`src/rtl/pipe_stage_reg_if.sv`:
```
// Handshake bundle for one pipeline stage: the upstream (in*) and
// downstream (out*) valid/ready/data channels seen by the stage register.
interface pipe_stage_reg_if #(
   parameter int WIDTH = 16
);
   logic             inValid;
   logic             inReady;
   logic [WIDTH-1:0] inData;
   logic             outValid;
   logic             outReady;
   logic [WIDTH-1:0] outData;

   // The stage register itself.
   modport slave (
      input  inValid, inData, outReady,
      output inReady, outValid, outData
   );

   // The surrounding datapath: the producer and the consumer of the stage.
   modport master (
      output inValid, inData, outReady,
      input  inReady, outValid, outData
   );
endinterface

```
`src/rtl/pipe_stage_reg.sv`:
```
// Pipeline stage register with valid/ready handshake, local stall and flush,
// and an optional skid entry. With SKID=1 the stage holds up to two entries
// so that inReady comes from state only and throughput stays at one per cycle.
// With SKID=0 it is a single entry and inReady looks through to outReady.
module pipe_stage_reg #(
   parameter int               WIDTH       = 16,
   parameter int               SKID        = 1,
   parameter logic [WIDTH-1:0] RESET_VALUE = '0
) (
   input  logic            clk,
   input  logic            reset,
   input  logic            flush,
   pipe_stage_reg_if.slave bus,
   output logic [1:0]      count
);

   logic             mainValid;
   logic             skidValid;
   logic [WIDTH-1:0] mainData;
   logic [WIDTH-1:0] skidData;

   logic             inReadyInt;
   logic             accept;
   logic             drain;

   logic             mainValidNxt;
   logic             skidValidNxt;
   logic             mainLoadIn;
   logic             mainLoadSkid;
   logic             skidLoadIn;

   // Upstream ready: from the skid occupancy alone, or looking through to outReady without a skid.
   always_comb begin
      if (SKID != 0) begin
         inReadyInt = !skidValid && !flush;
      end else begin
         inReadyInt = (!mainValid || bus.outReady) && !flush;
      end
   end

   assign accept       = bus.inValid && inReadyInt;
   assign drain        = mainValid && bus.outReady;

   assign bus.inReady  = inReadyInt;
   assign bus.outValid = mainValid;
   assign bus.outData  = mainData;

   // Next occupancy and which register loads what on this edge.
   always_comb begin
      // NOTE: every output of this block gets a default first so that no path leaves it unassigned (no latch).
      mainValidNxt = mainValid;
      skidValidNxt = skidValid;
      mainLoadIn   = 1'b0;
      mainLoadSkid = 1'b0;
      skidLoadIn   = 1'b0;
      if (flush) begin
         mainValidNxt = 1'b0;
         skidValidNxt = 1'b0;
      end else if (!mainValid || drain) begin
         if (skidValid) begin
            // inReady is low while the skid is full, so no accept competes here.
            mainValidNxt = 1'b1;
            skidValidNxt = 1'b0;
            mainLoadSkid = 1'b1;
         end else if (accept) begin
            mainValidNxt = 1'b1;
            mainLoadIn   = 1'b1;
         end else begin
            mainValidNxt = 1'b0;
         end
      end else if (accept && (SKID != 0)) begin
         // Main is stalled: park the new entry behind it.
         skidValidNxt = 1'b1;
         skidLoadIn   = 1'b1;
      end
   end

   // State update: reset dominates flush, which dominates the handshakes.
   always_ff @(posedge clk) begin
      // NOTE: sequential state is written with non-blocking assignments only, so all registers update together.
      if (reset) begin
         mainValid <= 1'b0;
         skidValid <= 1'b0;
         count     <= 2'd0;
         // NOTE: the data registers are reset too, so outData shows RESET_VALUE right after reset.
         mainData  <= RESET_VALUE;
         skidData  <= RESET_VALUE;
      end else begin
         mainValid <= mainValidNxt;
         skidValid <= skidValidNxt;
         count     <= {1'b0, mainValidNxt} + {1'b0, skidValidNxt};
         if (mainLoadSkid) begin
            mainData <= skidData;
         end else if (mainLoadIn) begin
            mainData <= bus.inData;
         end
         if (skidLoadIn) begin
            skidData <= bus.inData;
         end
      end
   end

endmodule

```
`src/flat_wrapper.sv`:
```
// flat-port wrapper written by rule: the top's interface ports become plain ports
module pipe_stage_reg_flat 
#(
   parameter int               WIDTH       = 16,
   parameter int               SKID        = 1,
   parameter logic [WIDTH-1:0] RESET_VALUE = '0
)
  (clk, reset, flush, count, bus_inValid, bus_inData, bus_outReady, bus_inReady, bus_outValid, bus_outData);
  pipe_stage_reg_if #(.WIDTH(WIDTH)) bus_i ();
  input  logic clk;
  input  logic reset;
  input  logic flush;
  output logic [1:0] count;
  input wire logic [$bits(bus_i.inValid)-1:0] bus_inValid;
  input wire logic [$bits(bus_i.inData)-1:0] bus_inData;
  input wire logic [$bits(bus_i.outReady)-1:0] bus_outReady;
  output wire logic [$bits(bus_i.inReady)-1:0] bus_inReady;
  output wire logic [$bits(bus_i.outValid)-1:0] bus_outValid;
  output wire logic [$bits(bus_i.outData)-1:0] bus_outData;
  assign bus_i.inValid = bus_inValid;
  assign bus_i.inData = bus_inData;
  assign bus_i.outReady = bus_outReady;
  assign bus_inReady = bus_i.inReady;
  assign bus_outValid = bus_i.outValid;
  assign bus_outData = bus_i.outData;
  pipe_stage_reg #(.WIDTH(WIDTH), .SKID(SKID), .RESET_VALUE(RESET_VALUE)) u_core (.clk(clk), .reset(reset), .flush(flush), .bus(bus_i), .count(count));
endmodule
```
`config.mk`:
```
export PLATFORM = sky130hd
export DESIGN_NAME = pipe_stage_reg_flat
export DESIGN_NICKNAME = d
export VERILOG_FILES = /design/src/rtl/pipe_stage_reg_if.sv /design/src/rtl/pipe_stage_reg.sv /design/src/flat_wrapper.sv
export SDC_FILE = /design/constraint.sdc
export NUM_CORES = 1
export LEC_CHECK = 0
export ABC_AREA = 1
export ABC_CLOCK_PERIOD_IN_PS = 1400
export BUFFER_PORTS_ARGS = -buffer_cell sky130_fd_sc_hd__buf_2
export CAP_MARGIN = 20
export CORE_MARGIN = 2
export CORE_UTILIZATION = 50
export CTS_BUF_LIST = sky130_fd_sc_hd__clkbuf_8
export CTS_CLUSTER_SIZE = 10
export DETAILED_ROUTE_END_ITERATION = 16
export PLACE_DENSITY = 0.75
export SYNTH_ARGS = -nofsm -noshare
export SYNTH_HDL_FRONTEND = slang
export SYNTH_SLANG_ARGS = --single-unit
```
`constraint.sdc`:
```
create_clock -name clk -period 1.4 [get_ports clk]
set_clock_uncertainty 0.05 [all_clocks]
set_input_delay 0.07 -clock clk [delete_from_list [all_inputs] [get_ports clk]]
set_output_delay 0.07 -clock clk [all_outputs]
set_load 0.01 [all_outputs]
```
**Yosys cells after proc, flatten, opt, wreduce, memory -nomap -nowiden**

Cells that the tools add are included.

- Input port bits: 21
- Register bits: 36
- ROM bits: 0
- Latch bits: 0
- Output and inout bits: 20
- RAM bits: 0
- Memories: 0

- Divide/modulo/power cells: 0
- Muxes and demuxes: 17
- Eq/ne operators: 0
- Reductions and logical operators: 8
- Bitwise operators: 0
- $mul: 0
- $add $sub $neg: 1
- $lt $le $gt $ge: 0
- Shifts and indexed selects: 0

Operators with widths:

| kind | number |
|---|---|
| $mux W16 | 2 |
| $mux W1 | 15 |
| $logic_and A1 B1 Y1 | 3 |
| $logic_not A1 Y1 | 3 |
| $add A1 B1 Y2 | 1 |
| $reduce_bool A2 Y1 | 1 |
| $logic_or A1 B1 Y1 | 1 |

**Logic depth before layout (Yosys ltp)**

Gate-level depths: netlist of run 1.

- Word-level depth: 9
- Mapped depth: 8

**Worst setup path before layout of run 1**

No wires, ideal clock.

- Kind: reg2reg
- From: register u_core.mainValid, in the netlist u_core.bus.outValid
- To: register u_core.skidData[10]
- Library setup time: 0.118 ns
- Period minus slack after synthesis: 1.183 ns
- Buffers on the path: 1
- Data arrival time: 1.015 ns
- Required time: 1.232 ns
- Path slack: 0.217 ns
- Stages on the path, launching flop included: 5
- Path through: dfxtp_1 nand2_4 clkbuf_1 nor3_1 nor2_1

- Word-level cells in the longest chain between the ends: 4
- Elaborated cells between the ends (all ways): 5

Ends and longest elaborated chain:

| what | RTL line | RTL |
|---|---|---|
| start, declared | pipe_stage_reg.sv:17 | `logic mainValid;` |
| start signal, assigned | pipe_stage_reg.sv:89 | `mainValid <= mainValidNxt;` |
| $logic_not A1 Y1 / $logic_and A1 B1 Y1 (equally long branches) | - |  |
| $logic_or A1 B1 Y1 (*) | pipe_stage_reg.sv:59 | `end else if (!mainValid \|\| drain) begin` |
| $mux W1 (*) | pipe_stage_reg.sv:59 |  |
| $mux W1 (*) | pipe_stage_reg.sv:56 | `if (flush) begin` |
| end signal, assigned | pipe_stage_reg.sv:98 | `skidData <= bus.inData;` |
| end, declared | pipe_stage_reg.sv:20 | `logic [WIDTH-1:0] skidData;` |

Every way passes the cells marked *; elsewhere a longest branch is shown, timed or not.
A chain may end at the register's enable or synchronous reset.

**Worst setup path in the final report of run 1**

- From: register u_core.mainValid, in the netlist u_core.bus.outValid
- To: register u_core.mainData[14], in the netlist u_core.bus.outData[14]

- Word-level cells in the longest chain between the ends: 5
- Elaborated cells between the ends (all ways): 9

Ends and longest elaborated chain:

| what | RTL line | RTL |
|---|---|---|
| $logic_not A1 Y1 / $logic_and A1 B1 Y1 (equally long branches) | - |  |
| $logic_or A1 B1 Y1 (*) | pipe_stage_reg.sv:59 |  |
| $mux W1 | pipe_stage_reg.sv:59 |  |
| $mux W1 | pipe_stage_reg.sv:56 |  |
| $mux W16 / $reduce_bool A2 Y1 (equally long branches) | - |  |
| end signal, assigned | pipe_stage_reg.sv:93 | `mainData <= skidData;` |
| end signal, assigned | pipe_stage_reg.sv:95 | `mainData <= bus.inData;` |
| end, declared | pipe_stage_reg.sv:19 | `logic [WIDTH-1:0] mainData;` |

Marks and branches as above.

==> summary.txt, run 1 <==
Place
  • DP HPWL: 2540 µm
  • DP Worst Slack: between 0.1 and 0.15 ns
  • Global placement routability congestion: 0.761
  • I/O Buffers: 40
  • Post-Place Cells: 330

Worst setup path
  • Crit. End Element: register
  • R2R depth: 6
  • CP required: 1.54 ns
  • Crit Path Category: register to register
  • Worst EP arrival: 1.41 ns
  • Crit. Startpoint: u_core.bus.outValid
  • Worst Path Max Fanout: 23
  • Type of origin of the critical path: register
  • Worst r2r src: u_core.bus.outValid

Synth
  • Syn avg cell area: 7.08 µm²
  • Yosys cell types: 21
  • Yosys warns: 0
  • Synthesized net count: around 270
  • Post-synth EDFFs: 0
  • Synthesized instance count: approximately 250
  • Largest cells by area after synthesis: dfxtp_1 (40%), nand2_1 (11%), nand3_1 (9.3%)
  • Yosys top cell by area: dfxtp_1
  • Commonest cells in the netlist: nand2_1 (50), nor2_1 (41), dfxtp_1 (36), nand3_1 (33), inv_1 (22)
  • Register area share after synthesis: 0.404
  • Synth top area share: 0.404
  • Synth async-reset ratio: 0
  • Mapped Area: approximately 1800 µm²
  • Top FF cell, synth: dfxtp_1
  • Most frequent cell after synthesis: nand2_1
  • #FFs+latches synth: 36

Min path
  • Worst Hold Class: primary input to register
  • Hold Path Depth: 3
  • Hold Startpoint: bus_inData[3]

Drt
  • DR iter-0 viols: 162
  • WL/cell: 11.2 µm
  • Detail Route Antenna Nets: 0
  • Vias: about 1.7k
  • WL final: 3960 µm
  • Residual DRC count: 0
  • Pre-Repair DR Iteration Count: 4
  • Average via count per standard cell: 4.87

Global routing
  • Busiest grt layer: met2
  • Pin count of the biggest net entering global routing: 33
  • Grt total ovfl: 0
  • First-pass GRT wire length: 6750 µm
  • Routing usage on met3: 0.0511
  • Vias in the first global route: 1549
  • GRT met2 Usage: 0.368
  • GRT Resource Usage Total: 0.216
  • Initial antenna violation count: 0
  • Grt met1 use: 0.249

Cells and area
  • Post-Layout Cell Count: 353
  • Final core utilization: 0.665
  • Area delta synth->final: 26.4%
  • Antenna cell count: 0
  • Layout cells sized above 1: 0.241
  • Nets: 329

STA
  • Peak Freq: roughly 790 MHz
  • Max-slew violations: 0
  • Minimum clock period: 1.27 ns
  • Slew headroom: 0.798
  • Setup TNS: 0 ns
  • Hold Slack: 0.0164 ns
  • Period utilization: 0.908
  • Hold Violations, Final: 0
  • Least-Margin Pin Slew: 0.303 ns
  • RSZ-0062 raised after global routing: false
  • Final setup violation count: 0
  • Final WS setup: 0.129 ns

Power and ir drop
  • Internal power: 1.64 mW
  • P per Cell Area: approximately 970 nW/µm²
  • Logic pwr share: 0.140
  • NetSw: between 0.5 and 0.6 mW
  • Seq pwr share: 0.496
  • Pleak: 1.13 nW
  • Sw frac: 0.250
  • Maximum VDD drop: 0.865 mV
  • Clk pwr share: 0.365

Die
  • Starting Density: 0.526
  • Ports: 41
  • Die height: 63.7 µm
  • Rows: 21
  • Die extent in x: 63.7 µm
  • Core area: 3390 µm²
  • Die area: 4060 µm²

Clock tree
  • CTS Buffer Depth: 2
  • CTS tree: done
  • CTS buffer count: 5
  • Clock tree sinks: 36
  • Setup Buffers After CTS: 0
  • CTS H-tree depth: 2
  • Root buf cell: clkbuf_8
  • Clk Latency, worst-skew pair: 0.29 ns
  • Clock-pin transition on the worst setup and hold timing paths: 0.07 ns

Outcome
  • Outcome: finished, final reports clean

Run
  • Max-Cap Viols: 0
cells in the final DEF, fill, tap and decap left out, drive strengths merged:
cell         instances
nor2                54
nand2               53
buf                 46
dfxtp               36
nand3               35
inv                 24
nor3                17
o21ai               17
dlygate4sd3         16
clkbuf               7
a21oi                1
ha                   1
metal layers:
metal / share of wire / routed length, µm / vias up
li1: - / - / 911
met1: 0.43 / 1710 / 757
met2: 0.50 / 1980 / 40
met3: 0.043 / 171 / 10
met4: 0.024 / 95 / 0
met5: 0 / 0 / -
worst paths after layout:
path                                          endpoint  slack [ns]
worst min register to register     u_core.skidData[10]        0.45
worst min-delay path                u_core.skidData[3]        0.02
worst max-delay path            u_core.bus.outData[14]        0.13
worst max register to register  u_core.bus.outData[14]        0.13
power groups by stage:
| stage | clock network, mW | logic, mW | registers, mW |
|---|---|---|---|
| 2_1_floorplan | 0 | 0.154 | 1.12 |
| 3_3_place_gp | 0 | 0.271 | 1.11 |
| 3_5_place_dp | 0 | 0.273 | 1.11 |
| 4_1_cts | 0.822 | 0.307 | 1.08 |
| 5_1_grt | 0.873 | 0.342 | 1.09 |
| 6_report | 0.797 | 0.305 | 1.08 |
cells by family after synthesis:
| logic type | count (synthesis) | synth area share |
|---|---|---|
| compound gates | 18 | 0.0526 |
| flops | 36 | 0.404 |
| fa+ha+maj | 1 | 0.00701 |
| buf+inv | 38 | 0.107 |
| simple gates | 159 | 0.429 |
per-stage QoR:
step,power [mW],area (µm²)
after floorplan,1.28,1780
after global routing,2.30,2250
final,2.19,2250
after global placement,1.38,2000
after detailed placement,1.38,2000
after CTS,2.21,2250
worst max-delay path: stages, from the launching register on:
cell and delay [ns]:
dfxtp_1 0.39, nand2_4 0.16, nand2_4 0.18, buf_12 0.17, nand3_1 0.09, nand2_1 0.07
nor2_1 0.05
final cells by class:
cell class / instances / area, µm²
sequential: 36 / 721
timing repair buffer: 62 / 418
clock buffer: 7 / 96.3
fill: 319 / 1130
tap: 46 / 57.6
multi-input combinational: 178 / 872
inverter: 24 / 90.1
registers in the layout (all words and copies together) (netlist names):
signal	flops
u_core.skidData	16
u_core.bus.outData	16
u_core.count	2
u_core.bus.outValid	1
u_core.skidValid	1
what timing repair did:
item	CTS	global route
endpoints found under the hold margin	19	0
hold buffers	16	0
gates resized for setup	0	0
No activity file was read; power rests on OpenSTA's default activity.
==> inputs of run 2 (changes only) <==
MAX_ROUTING_LAYER = met4   (was default)
==> run 2 against run 1 <==
Maximum frequency up 0.27%. Wire length up 0.61%. Hold slack better by 0.0018 ns. Sequential cell count unchanged. Sequential power about the same. Combinational power about the same. Via count down 0.93%. Sequential share of layout area unchanged. Worst setup slack better by 0.0034 ns. Die area unchanged.
==> summary.txt, run 2 (synthesized netlist as in run 1, its figures left out) <==
Cells and area
  • Antenna cell count: 0 (unchanged)
  • Fill cells: 319 (unchanged)
  • Nets: 329 (unchanged)
  • Area delta synth->final: 26.4% (unchanged)
  • Layout cells sized above 1: 0.241 (unchanged)
  • Commonest cells after routing, fill and taps aside: nand2_1 (50), nor2_1 (41), buf_2 (40), dfxtp_1 (36), nand3_1 (33)
  • Commonest non-fill, non-tap cell in the layout: nand2_1

Worst setup path
  • Type of origin of the critical path: register
  • Crit Path Category: register to register
  • Worst r2r src: u_core.bus.outValid
  • CP required: 1.58 ns (+0.04 ns)
  • Worst Path Max Fanout: 23 (unchanged)
  • Crit. Startpoint: u_core.bus.outValid
  • Worst EP arrival: 1.45 ns (+0.04 ns)
  • Crit. End Element: register

Drt
  • Vias: 1702 (-0.93%)
  • Average via count per standard cell: 4.82 (-0.93%)
  • WL final: 3980 µm (+0.61%)
  • Pre-Repair DR Iteration Count: 4 (unchanged)
  • Residual DRC count: 0 (unchanged)
  • WL/cell: 11.3 µm (+0.61%)
  • Detail Route Antenna Nets: 0 (unchanged)
  • DR iter-0 viols: 138 (-15%)

STA
  • Setup TNS: 0 ns (unchanged)
  • Peak Freq: 789 MHz (+0.27%)
  • Hold Slack: 0.0182 ns (+0.00182 ns)
  • Final WS setup: 0.132 ns (+0.00337 ns)
  • Hold Violations, Final: 0 (unchanged)
  • Minimum clock period: 1.27 ns (-0.00337 ns)
  • Final setup violation count: 0 (unchanged)
  • Max-slew violations: 0 (unchanged)
  • Least-Margin Pin Slew: 0.302 ns (-0.00128 ns)
  • RSZ-0062 raised after global routing: false
  • Slew headroom: 0.799 (+0.000854)
  • Period utilization: 0.905 (-0.00241)

Run
  • Max-Cap Viols: 0 (unchanged)

Power and ir drop
  • Maximum VDD drop: 0.865 mV (about the same)
  • Pleak: 1.13 nW (unchanged)
  • P per Cell Area: 971 nW/µm² (+0.20%)

Clock tree
  • CTS buffer count: 5 (unchanged)
  • Root buf cell: clkbuf_8
  • Clock-pin transition on the worst setup and hold timing paths: 0.07 ns (about the same)
  • Clock tree sinks: 36 (unchanged)
  • CTS Buffer Depth: 2 (unchanged)
  • Clk Latency, worst-skew pair: 0.29 ns (about the same)
  • CTS tree: done
  • CTS H-tree depth: 2 (unchanged)

Global routing
  • First-pass GRT wire length: 6750 µm (unchanged)
  • Pin count of the biggest net entering global routing: 33 (unchanged)
  • Initial antenna violation count: 0 (unchanged)
  • Vias in the first global route: 1548 (-0.065%)
  • Grt total ovfl: 0 (unchanged)
  • GRT Resource Usage Total: 0.222 (+0.00562)

Min path
  • Worst Hold Class: primary input to register
  • Hold Startpoint: bus_inData[3]

Place
  • I/O Buffers: 40 (unchanged)
  • Global placement routability congestion: 0.771 (+1.3%)
  • DP Worst Slack: 0.128 ns (unchanged)
  • DP HPWL: 2540 µm (unchanged)

Die
  • Starting Density: 0.526 (unchanged)
  • Ports: 41 (unchanged)
  • Die area: 4060 µm² (unchanged)
  • Die extent in x: 63.7 µm (unchanged)
  • Core area: 3390 µm² (unchanged)
  • Rows: 21 (unchanged)
  • Die height: 63.7 µm (unchanged)

Outcome
  • Outcome: finished, final reports clean
run 2: cell counts in the layout (fill, tap and decap cells not counted):
Identical to the previous run, type by type.
run 2: stage by stage:
stage               instances  utilization  area [µm²]  power [mW]
global placement          330        0.590        2000        1.38
CTS                       353        0.665        2250        2.21
floorplan                 252            -        1780        1.28
global route              353        0.665        2250        2.30
finish                    353        0.665        2250        2.19
detailed placement        330        0.590        2000        1.38
run 2: path summary, 6_finish.rpt:
check                           end  slack, ns  cells after the start
max reg2reg  u_core.bus.outData[14]       0.13                      7
max          u_core.bus.outData[14]       0.13                      7
min              u_core.skidData[3]       0.02                      3
min reg2reg     u_core.skidData[10]       0.45                      2
run 2: layer usage:
metal / share of wire / routed length, µm / vias to the layer above / global-route usage
met5: 0 / 0 / - / -
met4: 0.026 / 102 / 0 / 0.120
met3: 0.041 / 164 / 9 / 0.0511
met2: 0.50 / 2010 / 35 / 0.367
met1: 0.43 / 1710 / 748 / 0.249
li1: - / - / 910 / -
run 2: report_power, final:
part           switching [mW]  internal (mW)
Combinational           0.168          0.137
Sequential             0.0193           1.06
Clock                   0.363          0.438
Total                   0.550           1.64
run 2: timing repair:
action | 4_1_cts | 5_1_grt
hold endpoints to repair | 19 | 0
hold buffers | 16 | 0
resized for setup | 0 | 0
setup endpoints to repair | 0 | 0
setup buffers | 0 | 0
run 2: area by class of cell:
cell class | count | area (µm²) | area share
sequential | 36 | 721 | 0.320
timing repair buffer | 62 | 418 | 0.185
clock buffer | 7 | 96.3 | 0.0427
tap | 46 | 57.6 | 0.0255
inverter | 24 | 90.1 | 0.0400
multi-input combinational | 178 | 872 | 0.387
run 2: worst max-delay path: stages (launching register included):
cell     delay [ns]
dfxtp_1        0.39
nand2_4        0.16
nand2_4        0.18
buf_12         0.17
nand2_1        0.06
nand2_1        0.07
nor2_2         0.03
nor2_1         0.09
